==> src/rtl/std_cache_pkg.sv <==
// Shared cache-subsystem definitions.
// Write-scheduler FSM encoding and the fixed requester slots on the shared
// AXI write port.
package std_cache_pkg;

  typedef enum logic {
    ARB  = 1'b0,
    LOCK = 1'b1
  } wr_sched_state_e;

  localparam int unsigned WR_PORT_ICACHE = 0;
  localparam int unsigned WR_PORT_BYPASS = 1;
  localparam int unsigned WR_PORT_DCACHE = 2;

endpackage

==> src/rtl/fifo_v3.sv <==
// Small synchronous FIFO without fall-through.
// Ports:
//   clk_i, rst_ni  clock, async active-low reset
//   flush_i        synchronous empty
//   push_i/data_i  write side (push ignored when full)
//   pop_i/data_o   read side, data_o is the head entry (pop ignored when empty)
//   full_o/empty_o occupancy flags
module fifo_v3 #(
  parameter int unsigned DATA_WIDTH = 2,
  parameter int unsigned DEPTH      = 4
) (
  input  logic                  clk_i,
  input  logic                  rst_ni,
  input  logic                  flush_i,
  input  logic                  push_i,
  input  logic [DATA_WIDTH-1:0] data_i,
  input  logic                  pop_i,
  output logic [DATA_WIDTH-1:0] data_o,
  output logic                  full_o,
  output logic                  empty_o
);

  localparam int unsigned AddrW = $clog2(DEPTH);
  localparam logic [AddrW:0] DepthCnt = (AddrW + 1)'(DEPTH);

  logic [DATA_WIDTH-1:0] mem_q [DEPTH];
  logic [AddrW-1:0]      wr_ptr_q, rd_ptr_q;
  logic [AddrW:0]        cnt_q;
  logic                  do_push, do_pop;

  assign full_o  = (cnt_q == DepthCnt);
  assign empty_o = (cnt_q == '0);
  assign do_push = push_i && !full_o;
  assign do_pop  = pop_i && !empty_o;
  assign data_o  = mem_q[rd_ptr_q];

  // DEPTH is a power of two, so pointers wrap by natural overflow.
  always_ff @(posedge clk_i or negedge rst_ni) begin
    if (!rst_ni) begin
      wr_ptr_q <= '0;
      rd_ptr_q <= '0;
      cnt_q    <= '0;
    end else if (flush_i) begin
      wr_ptr_q <= '0;
      rd_ptr_q <= '0;
      cnt_q    <= '0;
    end else begin
      if (do_push) wr_ptr_q <= wr_ptr_q + AddrW'(1);
      if (do_pop)  rd_ptr_q <= rd_ptr_q + AddrW'(1);
      if (do_push && !do_pop)      cnt_q <= cnt_q + (AddrW + 1)'(1);
      else if (do_pop && !do_push) cnt_q <= cnt_q - (AddrW + 1)'(1);
    end
  end

  always_ff @(posedge clk_i) begin
    if (do_push) mem_q[wr_ptr_q] <= data_i;
  end

endmodule

==> src/rtl/cache_axi_wr_scheduler.sv <==
// Write-path scheduler for the cache subsystem's shared AXI master port.
// Round-robin AW arbitration between I$ (0), bypass (1) and D$ (2), in-order
// W steering through a grant-order FIFO, and per-port outstanding-write credit
// tracking until B. Only selects/handshakes are produced here.
// Ports:
//   clk_i, rst_ni, clr_i       clock, async active-low reset, sync clear
//   stall_i                    blocks new AW grants (a locked grant completes)
//   inp_aw_valid_i/ready_o     per-port AW handshake
//   oup_aw_valid_o/ready_i     AXI AW handshake, aw_sel_o drives payload mux
//   inp_w_valid_i/last_i/ready_o  per-port W handshake
//   oup_w_valid_o/ready_i      AXI W handshake, w_sel_o drives payload mux
//   b_valid_i, b_port_i        completed B handshake and its decoded port
//   busy_o                     outstanding writes or pending W bursts
//   err_o                      one-cycle pulse on B for a port with no credit used
//
// state | meaning
// ARB   | winner picked combinationally from eligible ports
// LOCK  | AW shown without ready; hold the presented port until handshake
module cache_axi_wr_scheduler
  import std_cache_pkg::*;
#(
  parameter int unsigned NumPorts       = 3,
  parameter int unsigned MaxOutstanding = 4,
  parameter int unsigned WFifoDepth     = 4
) (
  input  logic                        clk_i,
  input  logic                        rst_ni,
  input  logic                        clr_i,
  input  logic                        stall_i,
  input  logic [NumPorts-1:0]         inp_aw_valid_i,
  output logic [NumPorts-1:0]         inp_aw_ready_o,
  output logic                        oup_aw_valid_o,
  input  logic                        oup_aw_ready_i,
  output logic [$clog2(NumPorts)-1:0] aw_sel_o,
  input  logic [NumPorts-1:0]         inp_w_valid_i,
  input  logic [NumPorts-1:0]         inp_w_last_i,
  output logic [NumPorts-1:0]         inp_w_ready_o,
  output logic                        oup_w_valid_o,
  input  logic                        oup_w_ready_i,
  output logic [$clog2(NumPorts)-1:0] w_sel_o,
  input  logic                        b_valid_i,
  input  logic [$clog2(NumPorts)-1:0] b_port_i,
  output logic                        busy_o,
  output logic                        err_o
);

  localparam int unsigned SelW = $clog2(NumPorts);
  localparam int unsigned CntW = $clog2(MaxOutstanding + 1);
  localparam logic [CntW-1:0] MaxCnt   = CntW'(MaxOutstanding);
  localparam logic [SelW-1:0] LastPort = SelW'(NumPorts - 1);

  function automatic logic [SelW-1:0] rr_pick(input logic [NumPorts-1:0] req,
                                              input logic [SelW-1:0]     ptr);
    logic [SelW-1:0] pick;
    logic            found;
    int unsigned     idx;
    pick  = '0;
    found = 1'b0;
    for (int unsigned k = 0; k < NumPorts; k++) begin
      idx = (int'(ptr) + k) % NumPorts;
      if (!found && req[idx]) begin
        pick  = SelW'(idx);
        found = 1'b1;
      end
    end
    return pick;
  endfunction

  // Bit select that never indexes past NumPorts for unused select codes.
  function automatic logic sel_bit(input logic [NumPorts-1:0] vec,
                                   input logic [SelW-1:0]     idx);
    logic b;
    b = 1'b0;
    for (int unsigned i = 0; i < NumPorts; i++) begin
      if (idx == SelW'(i)) b = vec[i];
    end
    return b;
  endfunction

  wr_sched_state_e state_q;
  logic [SelW-1:0] lock_sel_q, rr_ptr_q;
  logic [CntW-1:0] cnt_q [NumPorts];
  logic            err_q;

  logic                active;
  logic [NumPorts-1:0] elig;
  logic [SelW-1:0]     aw_sel;
  logic                aw_valid, aw_hs;
  logic                fifo_full, fifo_empty, fifo_pop;
  logic [SelW-1:0]     w_head;
  logic                w_valid;
  logic [NumPorts-1:0] cnt_inc, cnt_dec;
  logic                b_err, cnt_busy;

  // Reset and clear both force every output low, including the
  // combinational handshake paths.
  assign active = rst_ni && !clr_i;

  always_comb begin
    elig     = '0;
    aw_sel   = '0;
    aw_valid = 1'b0;
    for (int unsigned i = 0; i < NumPorts; i++) begin
      elig[i] = inp_aw_valid_i[i] && (cnt_q[i] < MaxCnt) && !fifo_full && !stall_i;
    end
    if (state_q == LOCK) begin
      aw_sel   = lock_sel_q;
      aw_valid = sel_bit(inp_aw_valid_i, lock_sel_q);
    end else begin
      aw_sel   = rr_pick(elig, rr_ptr_q);
      aw_valid = |elig;
    end
    aw_valid = aw_valid && active;
  end

  assign aw_hs          = aw_valid && oup_aw_ready_i;
  assign oup_aw_valid_o = aw_valid;
  assign aw_sel_o       = active ? aw_sel : '0;

  always_comb begin
    inp_aw_ready_o = '0;
    for (int unsigned i = 0; i < NumPorts; i++) begin
      inp_aw_ready_o[i] = aw_valid && (aw_sel == SelW'(i)) && oup_aw_ready_i;
    end
  end

  always_ff @(posedge clk_i or negedge rst_ni) begin
    if (!rst_ni) begin
      state_q    <= ARB;
      lock_sel_q <= '0;
      rr_ptr_q   <= '0;
    end else if (clr_i) begin
      state_q    <= ARB;
      lock_sel_q <= '0;
      rr_ptr_q   <= '0;
    end else begin
      case (state_q)
        ARB: begin
          if (aw_valid && !oup_aw_ready_i) begin
            state_q    <= LOCK;
            lock_sel_q <= aw_sel;
          end
        end
        LOCK: begin
          if (aw_hs) state_q <= ARB;
        end
        default: state_q <= ARB;
      endcase
      if (aw_hs) rr_ptr_q <= (aw_sel == LastPort) ? '0 : aw_sel + SelW'(1);
    end
  end

  // Grant order; W bursts are steered strictly in AW acceptance order.
  fifo_v3 #(
    .DATA_WIDTH (SelW),
    .DEPTH      (WFifoDepth)
  ) i_w_order_fifo (
    .clk_i   (clk_i),
    .rst_ni  (rst_ni),
    .flush_i (clr_i),
    .push_i  (aw_hs),
    .data_i  (aw_sel),
    .pop_i   (fifo_pop),
    .data_o  (w_head),
    .full_o  (fifo_full),
    .empty_o (fifo_empty)
  );

  assign w_valid       = active && !fifo_empty && sel_bit(inp_w_valid_i, w_head);
  assign oup_w_valid_o = w_valid;
  assign w_sel_o       = (active && !fifo_empty) ? w_head : '0;
  assign fifo_pop      = w_valid && oup_w_ready_i && sel_bit(inp_w_last_i, w_head);

  always_comb begin
    inp_w_ready_o = '0;
    for (int unsigned i = 0; i < NumPorts; i++) begin
      inp_w_ready_o[i] = active && !fifo_empty && (w_head == SelW'(i)) && oup_w_ready_i;
    end
  end

  always_comb begin
    cnt_inc  = '0;
    cnt_dec  = '0;
    b_err    = 1'b0;
    cnt_busy = 1'b0;
    for (int unsigned i = 0; i < NumPorts; i++) begin
      cnt_inc[i] = aw_hs && (aw_sel == SelW'(i));
      cnt_dec[i] = b_valid_i && (b_port_i == SelW'(i));
      if (cnt_dec[i] && (cnt_q[i] == '0)) b_err = 1'b1;
      if (cnt_q[i] != '0) cnt_busy = 1'b1;
    end
  end

  // No wrap guard on increment: eligibility stops grants at MaxOutstanding.
  always_ff @(posedge clk_i or negedge rst_ni) begin
    if (!rst_ni) begin
      err_q <= 1'b0;
      for (int unsigned i = 0; i < NumPorts; i++) cnt_q[i] <= '0;
    end else if (clr_i) begin
      err_q <= 1'b0;
      for (int unsigned i = 0; i < NumPorts; i++) cnt_q[i] <= '0;
    end else begin
      err_q <= b_err;
      for (int unsigned i = 0; i < NumPorts; i++) begin
        if (cnt_inc[i] && !cnt_dec[i]) begin
          cnt_q[i] <= cnt_q[i] + CntW'(1);
        end else if (cnt_dec[i] && !cnt_inc[i] && (cnt_q[i] != '0)) begin
          cnt_q[i] <= cnt_q[i] - CntW'(1);
        end
      end
    end
  end

  assign err_o  = err_q && active;
  assign busy_o = active && (cnt_busy || !fifo_empty);

endmodule

==> config.mk <==
export PLATFORM = sky130hd
export DESIGN_NAME = cache_axi_wr_scheduler
export DESIGN_NICKNAME = d
export VERILOG_FILES = /design/src/rtl/std_cache_pkg.sv /design/src/rtl/fifo_v3.sv /design/src/rtl/cache_axi_wr_scheduler.sv
export SDC_FILE = /design/constraint.sdc
export NUM_CORES = 1
export LEC_CHECK = 0
export ABC_CLOCK_PERIOD_IN_PS = 2800
export BUFFER_PORTS_ARGS = -buffer_cell sky130_fd_sc_hd__buf_2
export CORE_ASPECT_RATIO = 0.6
export CORE_MARGIN = 10
export CORE_UTILIZATION = 35
export CTS_CLUSTER_SIZE = 30
export DETAILED_ROUTE_END_ITERATION = 10
export PLACE_DENSITY = 0.65
export SETUP_SLACK_MARGIN = 0.4
export SLEW_MARGIN = 20
export SYNTH_ARGS = -nofsm -noshare
export SYNTH_HDL_FRONTEND = slang
export SYNTH_SLANG_ARGS = --single-unit
==> constraint.sdc <==
create_clock -name clk_i -period 2.8 [get_ports clk_i]
set_input_delay 0.56 -clock clk_i [delete_from_list [all_inputs] [get_ports clk_i]]
set_output_delay 0.56 -clock clk_i [all_outputs]
set_load 0.1 [all_outputs]
# Word level (Yosys, flattened, before mapping)
# Memories as Yosys holds them, arrays and structs flattened.
# Index checks and enable logic that the tools add are counted.
[word_totals]
out_inout_bits = 14
input_bits = 18
memories = 1
mem_bits_rw = 8
word_cells = 195
ff_bits = 22
[op_classes]
n_lt_le_gt_ge = 6
reduce_logical = 92
bitwise_logic = 1
mux = 59
add_sub_neg = 13
n_eq_ne = 10
div_mod_pow = 3
[memory_table]
columns = ["name", "depth", "width", "read_ports", "rd_clocked_by_memory_dff", "wr", "line", "rtl"]
rows = [
  ["i_w_order_fifo.mem_q", 4, 2, 1, 0, 1, "fifo_v3.sv:26", "logic [DATA_WIDTH-1:0] mem_q [DEPTH];"],
]
[ops]
columns = ["op", "n"]
rows = [
  ["32-bit by 3-bit < comparator with 1-bit output, second input constant", 3],
  ["32-bit by 2-bit remainder unit with 32-bit output, second input constant", 2],
  ["1-bit logical AND", 55],
  ["2-bit by 2-bit remainder unit with 32-bit output, second input constant", 1],
  ["2-bit 2-to-1 mux", 16],
  ["1-bit 2-to-1 mux", 29],
  ["3-bit 2-to-1 mux", 9],
  ["3-bit nonzero test", 7],
  ["1-bit logical NOT", 15],
  ["3-bit by 1-bit adder with 3-bit output, second input constant", 4],
  ["3-bit logical NOT", 4],
  ["3-bit by 1-bit subtractor with 3-bit output, second input constant", 4],
  ["3-bit < comparator, second input constant", 3],
  ["9-bit 2-to-1 mux", 1],
  ["2-bit by 1-bit equality test with 1-bit output, second input constant", 4],
  ["2-bit equality test, second input constant", 4],
  ["2-bit logical NOT", 4],
  ["2-bit nonzero test", 4],
  ["2-bit by 1-bit adder with 2-bit output, second input constant", 3],
  ["1-bit binary-select mux with 2-bit select", 3],
  ["2-bit by 1-bit adder with 3-bit output, second input constant", 1],
  ["2-bit by 2-bit adder with 3-bit output, second input constant", 1],
  ["3-bit equality test, second input constant", 1],
  ["3-bit OR reduction", 1],
  ["other kinds (5)", 5],
]

# Depth between registers and ports, before layout
# Gate-level depths: netlist of run 1.
[logic_depth]
depth_word = 24
mapped_depth = 12
ltp_nobuf = 11

# Hierarchy
# A second synthesis of run 1 with hierarchy kept.
[unflattened]
cells_unflattened = 241
area_unflattened_um2 = 2302.2
[by_module_without_submodules]
columns = ["module", "n_inst", "area_per_inst_um2", "cells_each", "seq_area_each_um2"]
rows = [
  ["cache_axi_wr_scheduler", 1, 1565.3, 185, 375.4],
  ["fifo_v3", 1, 737.0, 56, 415.4],
]

# Least setup slack after synthesis of run 1
# Ideal clock, no wire load.
[synth_timing]
path_type = "register to output"
startpoint = "register i_w_order_fifo.rd_ptr_q[0]"
endpoint = "output inp_w_ready_o[0]"
arrival_ps = 3856
n_path_buf = 0
setup_slack_ps = -1616
required_time_ps = 2240
stages_incl_launch_ff = 3
path_cell_list = "dfrtp_1 mux4_2 nor4_1"
[synth_between]
elab_chain_len = 4
[synth_lines]
columns = ["element", "line", "rtl"]
rows = [
  ["start: declaration", "fifo_v3.sv:27", "logic [AddrW-1:0] wr_ptr_q, rd_ptr_q;"],
  ["start signal: assignment", "fifo_v3.sv:49", "if (do_pop) rd_ptr_q <= rd_ptr_q + AddrW'(1);"],
  ["memory read 4 x 2 bit", "-", ""],
  ["2-bit logical NOT", "cache_axi_wr_scheduler.sv:177", "inp_w_ready_o[i] = active && !fifo_empty && (w_head == SelW'(i)) && oup_w_ready_i;"],
  ["1-bit logical AND (2 in a row)", "cache_axi_wr_scheduler.sv:177", ""],
  ["end: declaration", "cache_axi_wr_scheduler.sv:37", "output logic [NumPorts-1:0] inp_w_ready_o,"],
]
# No other way between the ends.

# Worst setup path after layout of run 1
[layout_timing]
startpoint = "register rr_ptr_q[0]"
endpoint = "output inp_aw_ready_o[0]"
[layout_between]
elab_chain_len = 16
word_cells_on_any_way = 26
classes_between = "add/sub (2); div (3); mux (14); reduce/logical (7)"
[layout_lines]
columns = ["element", "line", "rtl"]
rows = [
  ["start: declaration", "cache_axi_wr_scheduler.sv:81", "logic [SelW-1:0] lock_sel_q, rr_ptr_q;"],
  ["start signal: assignment", "cache_axi_wr_scheduler.sv:149", "if (aw_hs) rr_ptr_q <= (aw_sel == LastPort) ? '0 : aw_sel + SelW'(1);"],
  ["parallel branches: the longest is 11 deep, another holds 32-bit by 2-bit remainder unit with 32-bit output", "-", ""],
  ["2-bit 2-to-1 mux *", "cache_axi_wr_scheduler.sv:61", "if (!found && req[idx]) begin"],
  ["2-bit 2-to-1 mux *", "cache_axi_wr_scheduler.sv:106", "if (state_q == LOCK) begin"],
  ["2-bit logical NOT *", "cache_axi_wr_scheduler.sv:123", "inp_aw_ready_o[i] = aw_valid && (aw_sel == SelW'(i)) && oup_aw_ready_i;"],
  ["1-bit logical AND * (2 in a row)", "cache_axi_wr_scheduler.sv:123", ""],
  ["end: declaration", "cache_axi_wr_scheduler.sv:31", "output logic [NumPorts-1:0] inp_aw_ready_o,"],
]
# Every way passes the cells marked *. The select of a mux whose other input is x is not followed.

==> impl_metrics.env, run 1 <==
export IMPL_path_max_fanout=6
export IMPL_die_area_mm2=0.0103
export IMPL_clkLatencyLatePin_ps=280
export IMPL_dp_hpwl_um=5080
export IMPL_clock_fmax_mhz=341
export IMPL_crit_start="rr_ptr_q[0]"
export IMPL_r2r_setup_slack_ps=-110
export IMPL_n_antenna_cell=0
export IMPL_synth_edf_count=8
export IMPL_drt_first_pass_iters=4
export IMPL_finalWorstSetupSlack_ps=-135
export IMPL_violations="setup timing"
export IMPL_placed_cells=385
export IMPL_antenna_found_initial=0
export IMPL_critPathLaunchType="flop"
export IMPL_yosysSeqAreaShare_pct=34.5
export IMPL_criticalPathCategory="reg -> out"
export IMPL_period_minus_slack_ps=2930
export IMPL_grt_max_degree=28
export IMPL_mappedNetlistNets=266
export IMPL_num_vias=2184
export IMPL_htree_levels=2
export IMPL_relSlewSlack_pct=59.9
export IMPL_rows=22
export IMPL_die_w_um=125
export IMPL_ys_flop_type="dfrtp_1"
export IMPL_vdd_ir_drop_max_v=0.000175
export IMPL_overflow=0
export IMPL_p_leak_nw=1.58
export IMPL_finalCritPeriodShare_pct=105
export IMPL_setup_viol=12
export IMPL_nNetsFinal=360
export IMPL_post_synth_inst_count=237
export IMPL_initial_core_util_pct=36.9
export IMPL_fillers=492
export IMPL_cts_tree="built"
export IMPL_drt_iter0_drc=189
export IMPL_antenna_left=0
export IMPL_area_delta_synth_final_pct=64.9
export IMPL_post_drt_via_cell_ratio=5.25
export IMPL_crit_required_ps=2240
export IMPL_grt_pass1_wl_um=11500
export IMPL_clockBufferDepth=2
export IMPL_async_flop_share_pct=73.3
export IMPL_die_h_um=82.7
export IMPL_grt_pass1_vias=2257
export IMPL_cts_sinks=30
export IMPL_io_buffers=31
export IMPL_cts_root_buf="clkbuf_8"
export IMPL_grt_util_all_layers_pct=13.6
export IMPL_arrival_ps=2370
export IMPL_r2r_start="rr_ptr_q[0]"
export IMPL_drive_gt1_share_pct=53.9
export IMPL_end_kind="primary output"
export IMPL_status="finished, violations left"
export IMPL_slew_viol_final=0
export IMPL_yosys_warnings=0
export IMPL_timing_rr_end="cnt_q[7]"
export IMPL_worstRegToRegCells=10
export IMPL_synth_cell_types=62
export IMPL_cts_inserted_buffers=5
export IMPL_syn_cell_area_mm2=0.00229
export IMPL_skew_ps=6.63
export IMPL_power_density_mw_per_mm2=323
export IMPL_drv_cap=0
export IMPL_routedWlPerCell_um=17.8
export IMPL_wirelength_um=7390
export IMPL_hold_path_class="in -> async"
export IMPL_ys_ff_latch=30
export IMPL_num_io_pins=32
export IMPL_place_gp_congestion=0.870
export IMPL_core_mm2=0.00622
export IMPL_final_cells=416
export IMPL_worstMarginPinSlew_ps=600
export IMPL_cts_hold_fix_buffers=0
export IMPL_place_ws_ps=-184
export IMPL_path_clk_slew_ps=70
export IMPL_rsz0062_at_grt="true"
export IMPL_drcViolationCount=0
export IMPL_finalHoldViolCount=0
export IMPL_syn_area_per_cell_um2=9.68
==> per-layer routing <==
metal | up-vias | global-route usage (%) | share of wire, %
met5 | - | 0 | 0
met4 | 0 | 2.43 | 1.1
met3 | 7 | 2.93 | 6.2
met2 | 71 | 22.1 | 47
met1 | 1059 | 18.5 | 46
li1 | 1047 | - | -
==> Yosys cell counts, types with 2 or more instances <==
library cell / instances / area, µm²
a21o_1: 2 / 15.0
a21oi_1: 9 / 45.0
and2_1: 10 / 62.6
and3_1: 6 / 37.5
clkbuf_1: 4 / 15.0
dfrtp_1: 22 / 551
edfxtp_1: 8 / 240
fa_1: 4 / 80.1
ha_1: 7 / 87.6
inv_1: 17 / 63.8
mux2_1: 2 / 22.5
mux2_2: 4 / 45.0
mux2i_1: 9 / 90.1
mux4_2: 2 / 45.0
nand2_1: 8 / 30.0
nand2b_1: 6 / 37.5
nand3_1: 5 / 25.0
nand3b_1: 9 / 67.6
nand4_1: 2 / 12.5
nor2_1: 29 / 109
nor2b_1: 6 / 37.5
nor3_1: 11 / 55.1
nor3b_1: 3 / 22.5
nor4_1: 2 / 12.5
nor4_2: 2 / 25.0
o211ai_1: 2 / 15.0
o21ai_0: 6 / 30.0
o311ai_1: 2 / 17.5
or3b_1: 3 / 26.3
xnor2_1: 2 / 17.5
xor2_1: 2 / 17.5
==> worst max-delay path, cell delays in order, from the launching register on <==
cell,delay (ps)
dfrtp_1,420
buf_4,160
ha_4,180
o32a_1,370
a32o_2,310
buf_4,160
nor4_4,170
buf_6,160
buf_12,170
==> registers in the layout, summed over array words and instances (netlist names) <==
signal	cells
cnt_q	9
err_q	1
i_w_order_fifo.cnt_q	3
i_w_order_fifo.mem_q	8
i_w_order_fifo.rd_ptr_q	2
i_w_order_fifo.wr_ptr_q	2
lock_sel_q	2
rr_ptr_q	2
state_q	1
==> cell usage in the layout, fill, tap and decap left out, types with 4 or more instances in the layout <==
cell,n
nor2_4,7
nand2_1,7
clkbuf_8,5
dfrtp_1,20
and3_1,6
nor3_1,6
buf_12,14
buf_2,17
nand2b_4,4
ha_1,5
edfxtp_1,8
mux2i_1,7
nor2b_1,4
buf_6,15
inv_1,14
nand3b_1,9
nor2_1,21
buf_4,47
and2_4,6
a21oi_1,4
fa_2,4
==> per-stage QoR <==
step                hold slack, ps  util, %  power, W  TNS [ps]  instance area (µm²)
finish                        96.7     60.8   0.00122     -1110                 3780
global route                  86.3     60.8   0.00127     -2350                 3780
CTS                           87.3     58.2   0.00121     -1170                 3620
detailed placement             383     51.4  0.000747      -659                 3200
global placement               380     51.4  0.000742      -417                 3200
floorplan                      264        -  0.000635      -567                 2480
==> how the worst max path moves through the flow <==
stage / endpoint / cells past startpoint
after floorplan: i_w_order_fifo.cnt_q[2] / 10
after CTS: inp_aw_ready_o[1] / 11
after global routing: cnt_q[8] / 11
after global placement: i_w_order_fifo.cnt_q[2] / 10
final: inp_aw_ready_o[0] / 8
after detailed placement: i_w_order_fifo.cnt_q[2] / 9
==> area by class of cell <==
type,count,area (µm²),area share (%)
repair buffers,93,887,23.4
clock buffers,5,68.8,1.82
flip-flops and latches,30,793,21.0
inverters,18,77.6,2.05
multi-input cells,183,1810,47.9
clock inverters,3,40.0,1.06
well taps,84,105,2.78
==> kinds of logic (layout without fill, tap and decap cells) <==
family / Yosys count / after routing / share of synthesized area [%]
AO/OA/AOI/OAI: 38 / 38 / 13.5
XOR/XNOR: 5 / 5 / 2.51
buffers and inverters: 24 / 119 / 4.42
adder cells (fa/ha/maj): 11 / 11 / 7.31
AND/OR/NAND/NOR: 112 / 112 / 29.0
multiplexers: 17 / 17 / 8.83
flip-flops: 30 / 30 / 34.5
==> where the power goes <==
group          switching, W  leakage [nW]  internal [W]
clock              0.000170        0.0579      0.000262
combinational      0.000184          1.15      0.000140
sequential       0.00000847         0.377      0.000459
total              0.000362          1.58      0.000861
==> timing repair <==
action	CTS	global route
buffers inserted	16	6
gates resized for setup	50	26
cloned	1	0
setup endpoints to repair	24	25
pin swaps	26	15
(Power assumes the default switching activity.)
==> run 2: changes to the inputs <==
--- a/config.mk
+++ b/config.mk
@@ -8,11 +8,11 @@
 export ABC_CLOCK_PERIOD_IN_PS = 2800
 export BUFFER_PORTS_ARGS = -buffer_cell sky130_fd_sc_hd__buf_2
 export CORE_ASPECT_RATIO = 0.6
-export CORE_MARGIN = 10
-export CORE_UTILIZATION = 35
+export CORE_MARGIN = 2
+export CORE_UTILIZATION = 49
 export CTS_CLUSTER_SIZE = 30
 export DETAILED_ROUTE_END_ITERATION = 10
-export PLACE_DENSITY = 0.65
+export PLACE_DENSITY = 0.83
 export SETUP_SLACK_MARGIN = 0.4
 export SLEW_MARGIN = 20
 export SYNTH_ARGS = -nofsm -noshare
==> run 2 against run 1 <==
The flow still finishes with violations (setup timing). Clock skew shrank 0.66 ps. Clock power increased by 3%. Sequential share of layout area is 0.16 points higher. Die area down 49%. Cell area shrank 0.46%. Clock-buffer cell count is the same. Critical path depth increased by 4. Global-route usage grew 18 points. Core utilization is 22 points higher. First-iteration DRC count is 62% higher. Via count rose by 13%. Critical path type is now reg -> reg. Largest cell class unchanged.
==> impl_metrics.env, run 2 (synthesis results as in run 1) <==
export IMPL_arrival_ps=3320
export IMPL_final_cells=393
export IMPL_top_register="cnt_q"
export IMPL_vdd_ir_drop_max_v=0.000232
export IMPL_p_leak_nw=1.56
export IMPL_drcViolationCount=0
export IMPL_drv_cap=0
export IMPL_cts_hold_fix_buffers=0
export IMPL_path_cells="inv_2, ha_4, nor4bb_4, o211ai_1, buf_4, a2111oi_4, nor4_4, nor2b_4, fa_2, buf_4, nor3b_1, o311a_1"
export IMPL_wirelength_um=9380
export IMPL_mostFrequentLayoutCells="buf_4, nor2_1, dfrtp_1, buf_2, buf_6"
export IMPL_n_antenna_cell=0
export IMPL_grt_max_degree=28
export IMPL_num_vias=2478
export IMPL_antenna_found_initial=0
export IMPL_worst_path_buf_inv=3
export IMPL_period_minus_slack_ps=3100
export IMPL_final_common_cell="buf_4"
export IMPL_drt_iter0_drc=307
export IMPL_area_delta_synth_final_pct=64.1
export IMPL_worstMarginPinSlew_ps=575
export IMPL_htree_levels=2
export IMPL_grt_pass1_vias=2412
export IMPL_status="finished, violations left"
export IMPL_dpl_instance_area_mm2=0.00311
export IMPL_path_clk_slew_ps=70
export IMPL_core_mm2=0.00454
export IMPL_post_drt_via_cell_ratio=6.31
export IMPL_path_max_fanout=4
export IMPL_grt_pass1_wl_um=12600
export IMPL_cts_root_buf="clkbuf_8"
export IMPL_critPathLaunchType="flop"
export IMPL_die_w_um=92.3
export IMPL_crit_required_ps=3020
export IMPL_crit_start="rr_ptr_q[0]"
export IMPL_cts_inserted_buffers=5
export IMPL_slew_viol_final=0
export IMPL_multi_input_comb_area_mm2=0.00183
export IMPL_top_regs="cnt_q: 9 flops, i_w_order_fifo.mem_q: 8 flops, i_w_order_fifo.cnt_q: 3 flops"
export IMPL_clockBufferDepth=2
export IMPL_drive_gt1_share_pct=55.8
export IMPL_setup_viol=11
export IMPL_dp_hpwl_um=5040
export IMPL_drt_first_pass_iters=5
export IMPL_nNetsFinal=358
export IMPL_finalHoldViolCount=0
export IMPL_final_area_mm2=0.00377
export IMPL_clkLatencyLatePin_ps=290
export IMPL_power_density_mw_per_mm2=334
export IMPL_end_kind="flop"
export IMPL_fillers=212
export IMPL_skew_ps=5.98
export IMPL_crit_family="simple AND/OR/NAND/NOR gates"
export IMPL_cpPeakStageDelay_ps=400
export IMPL_largest_register_ff_count=9
export IMPL_rsz0062_at_grt="true"
export IMPL_r2r_start="rr_ptr_q[0]"
export IMPL_die_h_um=57.0
export IMPL_die_area_mm2=0.00526
export IMPL_rows=19
export IMPL_finalCritPeriodShare_pct=111
export IMPL_place_gp_congestion=0.895
export IMPL_cp_common_cell="buf_4"
export IMPL_cts_sinks=30
export IMPL_overflow=0
export IMPL_routedWlPerCell_um=23.9
export IMPL_io_buffers=31
export IMPL_hold_path_class="in -> async"
export IMPL_criticalPathCategory="reg -> reg"
export IMPL_cts_tree="built"
export IMPL_initial_core_util_pct=50.5
export IMPL_violations="setup timing"
export IMPL_slowest_stage="dfrtp_1"
export IMPL_placed_cells=356
export IMPL_num_io_pins=32
export IMPL_grt_util_all_layers_pct=32.0
export IMPL_antenna_left=0
export IMPL_ff_latch_area_um2=796
export IMPL_finalWorstSetupSlack_ps=-301
export IMPL_relSlewSlack_pct=61.6
export IMPL_clock_fmax_mhz=322
[run 2: timing repair]
| item | 4_1_cts | 5_1_grt |
|---|---|---|
| endpoints found under the hold margin | 0 | 0 |
| endpoints found under the setup margin | 25 | 27 |
| pin swaps | 21 | 19 |
| buffers inserted | 18 | 10 |
| cloned | 0 | 1 |
| resized for setup | 54 | 30 |
[run 2: stage by stage]
step / setup TNS, ps / util (%) / power [W] / setup slack (ps) / hold WS (ps)
3_5_place_dp: -731 / 68.5 / 0.000734 / -172 / 600
2_1_floorplan: -567 / - / 0.000635 / -156 / 264
3_3_place_gp: -139 / 68.5 / 0.000724 / -58.5 / 577
4_1_cts: -567 / 78.5 / 0.00121 / -106 / 312
6_report: -1360 / 82.9 / 0.00126 / -301 / 324
5_1_grt: -2240 / 82.9 / 0.00130 / -368 / 329
[run 2: worst paths after layout]
check                                             end  slack [ps]  cells after the start
max in group asynchronous  i_w_order_fifo.rd_ptr_q[0]        2260                      2
min                                          cnt_q[6]         320                      2
max                                          cnt_q[8]        -300                     12
max reg2reg                                  cnt_q[8]        -300                     12
min reg2reg                i_w_order_fifo.wr_ptr_q[0]         610                      2
min in group clk_i                              err_q         610                      2
[run 2: where the power goes]
part	switching (W)	internal [W]	total, W
registers	0.0000115	0.000459	0.000471
clock network	0.000183	0.000262	0.000445
logic	0.000201	0.000143	0.000344
total	0.000395	0.000864	0.00126
[run 2: area by class of cell]
type                            instances  share of cell area [%]
Tap cell                               63                    2.09
Timing Repair Buffer                   91                    23.2
Clock inverter                          3                    1.06
Sequential cell                        30                    21.1
Multi-Input combinational cell        183                    48.7
Inverter                               18                    2.06
Clock buffer                            5                    1.83
[run 2: metal layers]
metal  wire (µm)  vias up  track usage (%)
met4         502        0             14.5
met5           0        -                0
met2        4200      203             48.6
met1        3570     1171             41.8
met3        1110       58             11.2
li1            -     1046                -
==> run 3: changes to the inputs <==
--- a/config.mk
+++ b/config.mk
@@ -13,6 +13,7 @@
 export CTS_CLUSTER_SIZE = 30
 export DETAILED_ROUTE_END_ITERATION = 10
 export PLACE_DENSITY = 0.83
+export RECOVER_POWER = 25
 export SETUP_SLACK_MARGIN = 0.4
 export SLEW_MARGIN = 20
 export SYNTH_ARGS = -nofsm -noshare
==> run 3 against run 2 <==
The run still ends with setup timing left. Critical endpoint unchanged. Global-route usage did not move. Highest routed layer unchanged. Largest cell class unchanged. Clock-buffer cell count did not move. Largest power group unchanged. Critical path depth did not move. Fmax barely moved. First-iteration DRC count did not move.
==> impl_metrics.env, run 3 (synthesis results as in run 1) <==
export IMPL_slew_viol_final=0
export IMPL_netSwitchingFraction_pct=31.4
export IMPL_p_comb_share_pct=27.3
export IMPL_area_delta_synth_final_pct=64.1
export IMPL_totalPowerFinal_w=0.00126
export IMPL_htree_levels=2
export IMPL_skew_ps=5.92
export IMPL_num_vias=2474
export IMPL_fin_hold_ws_ps=472
export IMPL_grt_max_degree=28
export IMPL_drive_gt1_share_pct=55.5
export IMPL_path_max_fanout=4
export IMPL_path_cells="inv_2, ha_4, nor4bb_4, o211ai_1, buf_4, a2111oi_4, nor4_4, nor2b_4, fa_2, buf_4, nor3b_1, o311a_1"
export IMPL_nNetsFinal=358
export IMPL_drt_first_pass_iters=6
export IMPL_end_kind="flop"
export IMPL_die_w_um=92.3
export IMPL_drv_cap=0
export IMPL_num_io_pins=32
export IMPL_drcViolationCount=0
export IMPL_wl_met2_um=4190
export IMPL_io_buffers=31
export IMPL_largest_register_ff_count=9
export IMPL_period_minus_slack_ps=3100
export IMPL_dr_wl_met3_um=1110
export IMPL_criticalPathCategory="reg -> reg"
export IMPL_cts_tree="built"
export IMPL_wl_met1_um=3580
export IMPL_crit_required_ps=3020
export IMPL_n_antenna_cell=0
export IMPL_drt_iter0_drc=307
export IMPL_dp_hpwl_um=5040
export IMPL_worstMarginPinSlew_ps=575
export IMPL_antenna_left=0
export IMPL_cp_common_cell="buf_4"
export IMPL_grt_pass1_vias=2412
export IMPL_grt_pass1_wl_um=12600
export IMPL_path_clk_slew_ps=70
export IMPL_slowest_stage="dfrtp_1"
export IMPL_top_layer_used="met4"
export IMPL_rows=19
export IMPL_seq_power_share_pct=37.4
export IMPL_hold_path_class="in -> async"
export IMPL_power_density_mw_per_mm2=334
export IMPL_top_regs="cnt_q: 9 flops, i_w_order_fifo.mem_q: 8 flops, i_w_order_fifo.cnt_q: 3 flops"
export IMPL_top_register="cnt_q"
export IMPL_cts_sinks=30
export IMPL_vdd_ir_drop_max_v=0.000231
export IMPL_clkLatencyLatePin_ps=290
export IMPL_core_mm2=0.00454
export IMPL_cpPeakStageDelay_ps=400
export IMPL_post_drt_via_cell_ratio=6.30
export IMPL_mostFrequentLayoutCells="buf_4, nor2_1, dfrtp_1, buf_2, buf_6"
export IMPL_arrival_ps=3320
export IMPL_p_int_w=0.000864
export IMPL_critPathLaunchType="flop"
export IMPL_violations="setup timing"
export IMPL_setup_viol=11
export IMPL_cts_root_buf="clkbuf_8"
export IMPL_p_clk_share_pct=35.3
export IMPL_initial_core_util_pct=50.5
export IMPL_power_switching_w=0.000395
export IMPL_finalWorstSetupSlack_ps=-301
export IMPL_final_common_cell="buf_4"
export IMPL_dpl_instance_area_mm2=0.00311
export IMPL_cts_inserted_buffers=5
export IMPL_wirelength_um=9380
export IMPL_place_gp_congestion=0.895
export IMPL_finalCritPeriodShare_pct=111
export IMPL_grt_util_all_layers_pct=32.0
export IMPL_die_area_mm2=0.00526
export IMPL_relSlewSlack_pct=61.6
export IMPL_final_area_mm2=0.00376
export IMPL_p_leak_nw=1.56
export IMPL_routedWlPerCell_um=23.9
export IMPL_overflow=0
export IMPL_status="finished, violations left"
export IMPL_finalHoldViolCount=0
export IMPL_antenna_found_initial=0
export IMPL_die_h_um=57.0
export IMPL_clockBufferDepth=2
export IMPL_rsz0062_at_grt="true"
export IMPL_clock_fmax_mhz=322
[run 3: timing repair]
action	4_1_cts	5_1_grt
hold buffers	0	0
resized for setup	54	30
cloned	0	1
buffers inserted	18	10
pin swaps	21	19
setup endpoints to repair	25	27
[run 3: metal layers]
layer	GRT usage (%)	up-vias
li1	-	1046
met1	41.8	1167
met2	48.6	203
met3	11.2	58
met4	14.5	0
met5	0	-
[run 3: power by group through the flow]
stage	Sequential, W	Combinational (W)	Clock [W]
after detailed placement	0.000476	0.000257	0
final	0.000471	0.000344	0.000444
after CTS	0.000468	0.000300	0.000439
after global routing	0.000471	0.000359	0.000472
after floorplan	0.000475	0.000160	0
after global placement	0.000476	0.000248	0
[run 3: path summary, 6_finish.rpt]
kind	start	to	slack, ps	depth (start not counted)
worst max-delay path	rr_ptr_q[0]	cnt_q[8]	-300	12
worst min-delay path	rst_ni	cnt_q[6]	470	2
worst max register to register	rr_ptr_q[0]	cnt_q[8]	-300	12
worst min register to register	i_w_order_fifo.wr_ptr_q[0]	i_w_order_fifo.wr_ptr_q[0]	610	2
max in group asynchronous	rst_ni	i_w_order_fifo.rd_ptr_q[0]	2110	2
min in group clk_i	b_valid_i	err_q	610	2
[run 3: area by class of cell]
class                   instances  area [µm²]
fillers                       213         776
multi-input cells             183        1830
clock inverters                 3        40.0
flip-flops and latches         30         796
clock buffers                   5        68.8
repair buffers                 91         871
well taps                      63        78.8
inverters                      18        77.6
[run 3: worst max-delay path, delay by kind of cell (launching register included)]
kind / cells / cell delay [ps]
AOI/OAI and AO/OA: 3 / 770
adders and majority gates: 2 / 620
buffers and inverters: 3 / 410
DFF: 1 / 400
and+or+nand+nor: 4 / 820
[run 3: per-stage QoR]
stage	setup TNS [ps]	utilization (%)	instances	setup slack [ps]
after CTS	-567	78.5	382	-106
after floorplan	-567	-	237	-156
final	-1360	82.9	393	-301
after global placement	-139	68.5	356	-58.5
after detailed placement	-731	68.5	356	-172
after global routing	-2240	82.9	393	-368
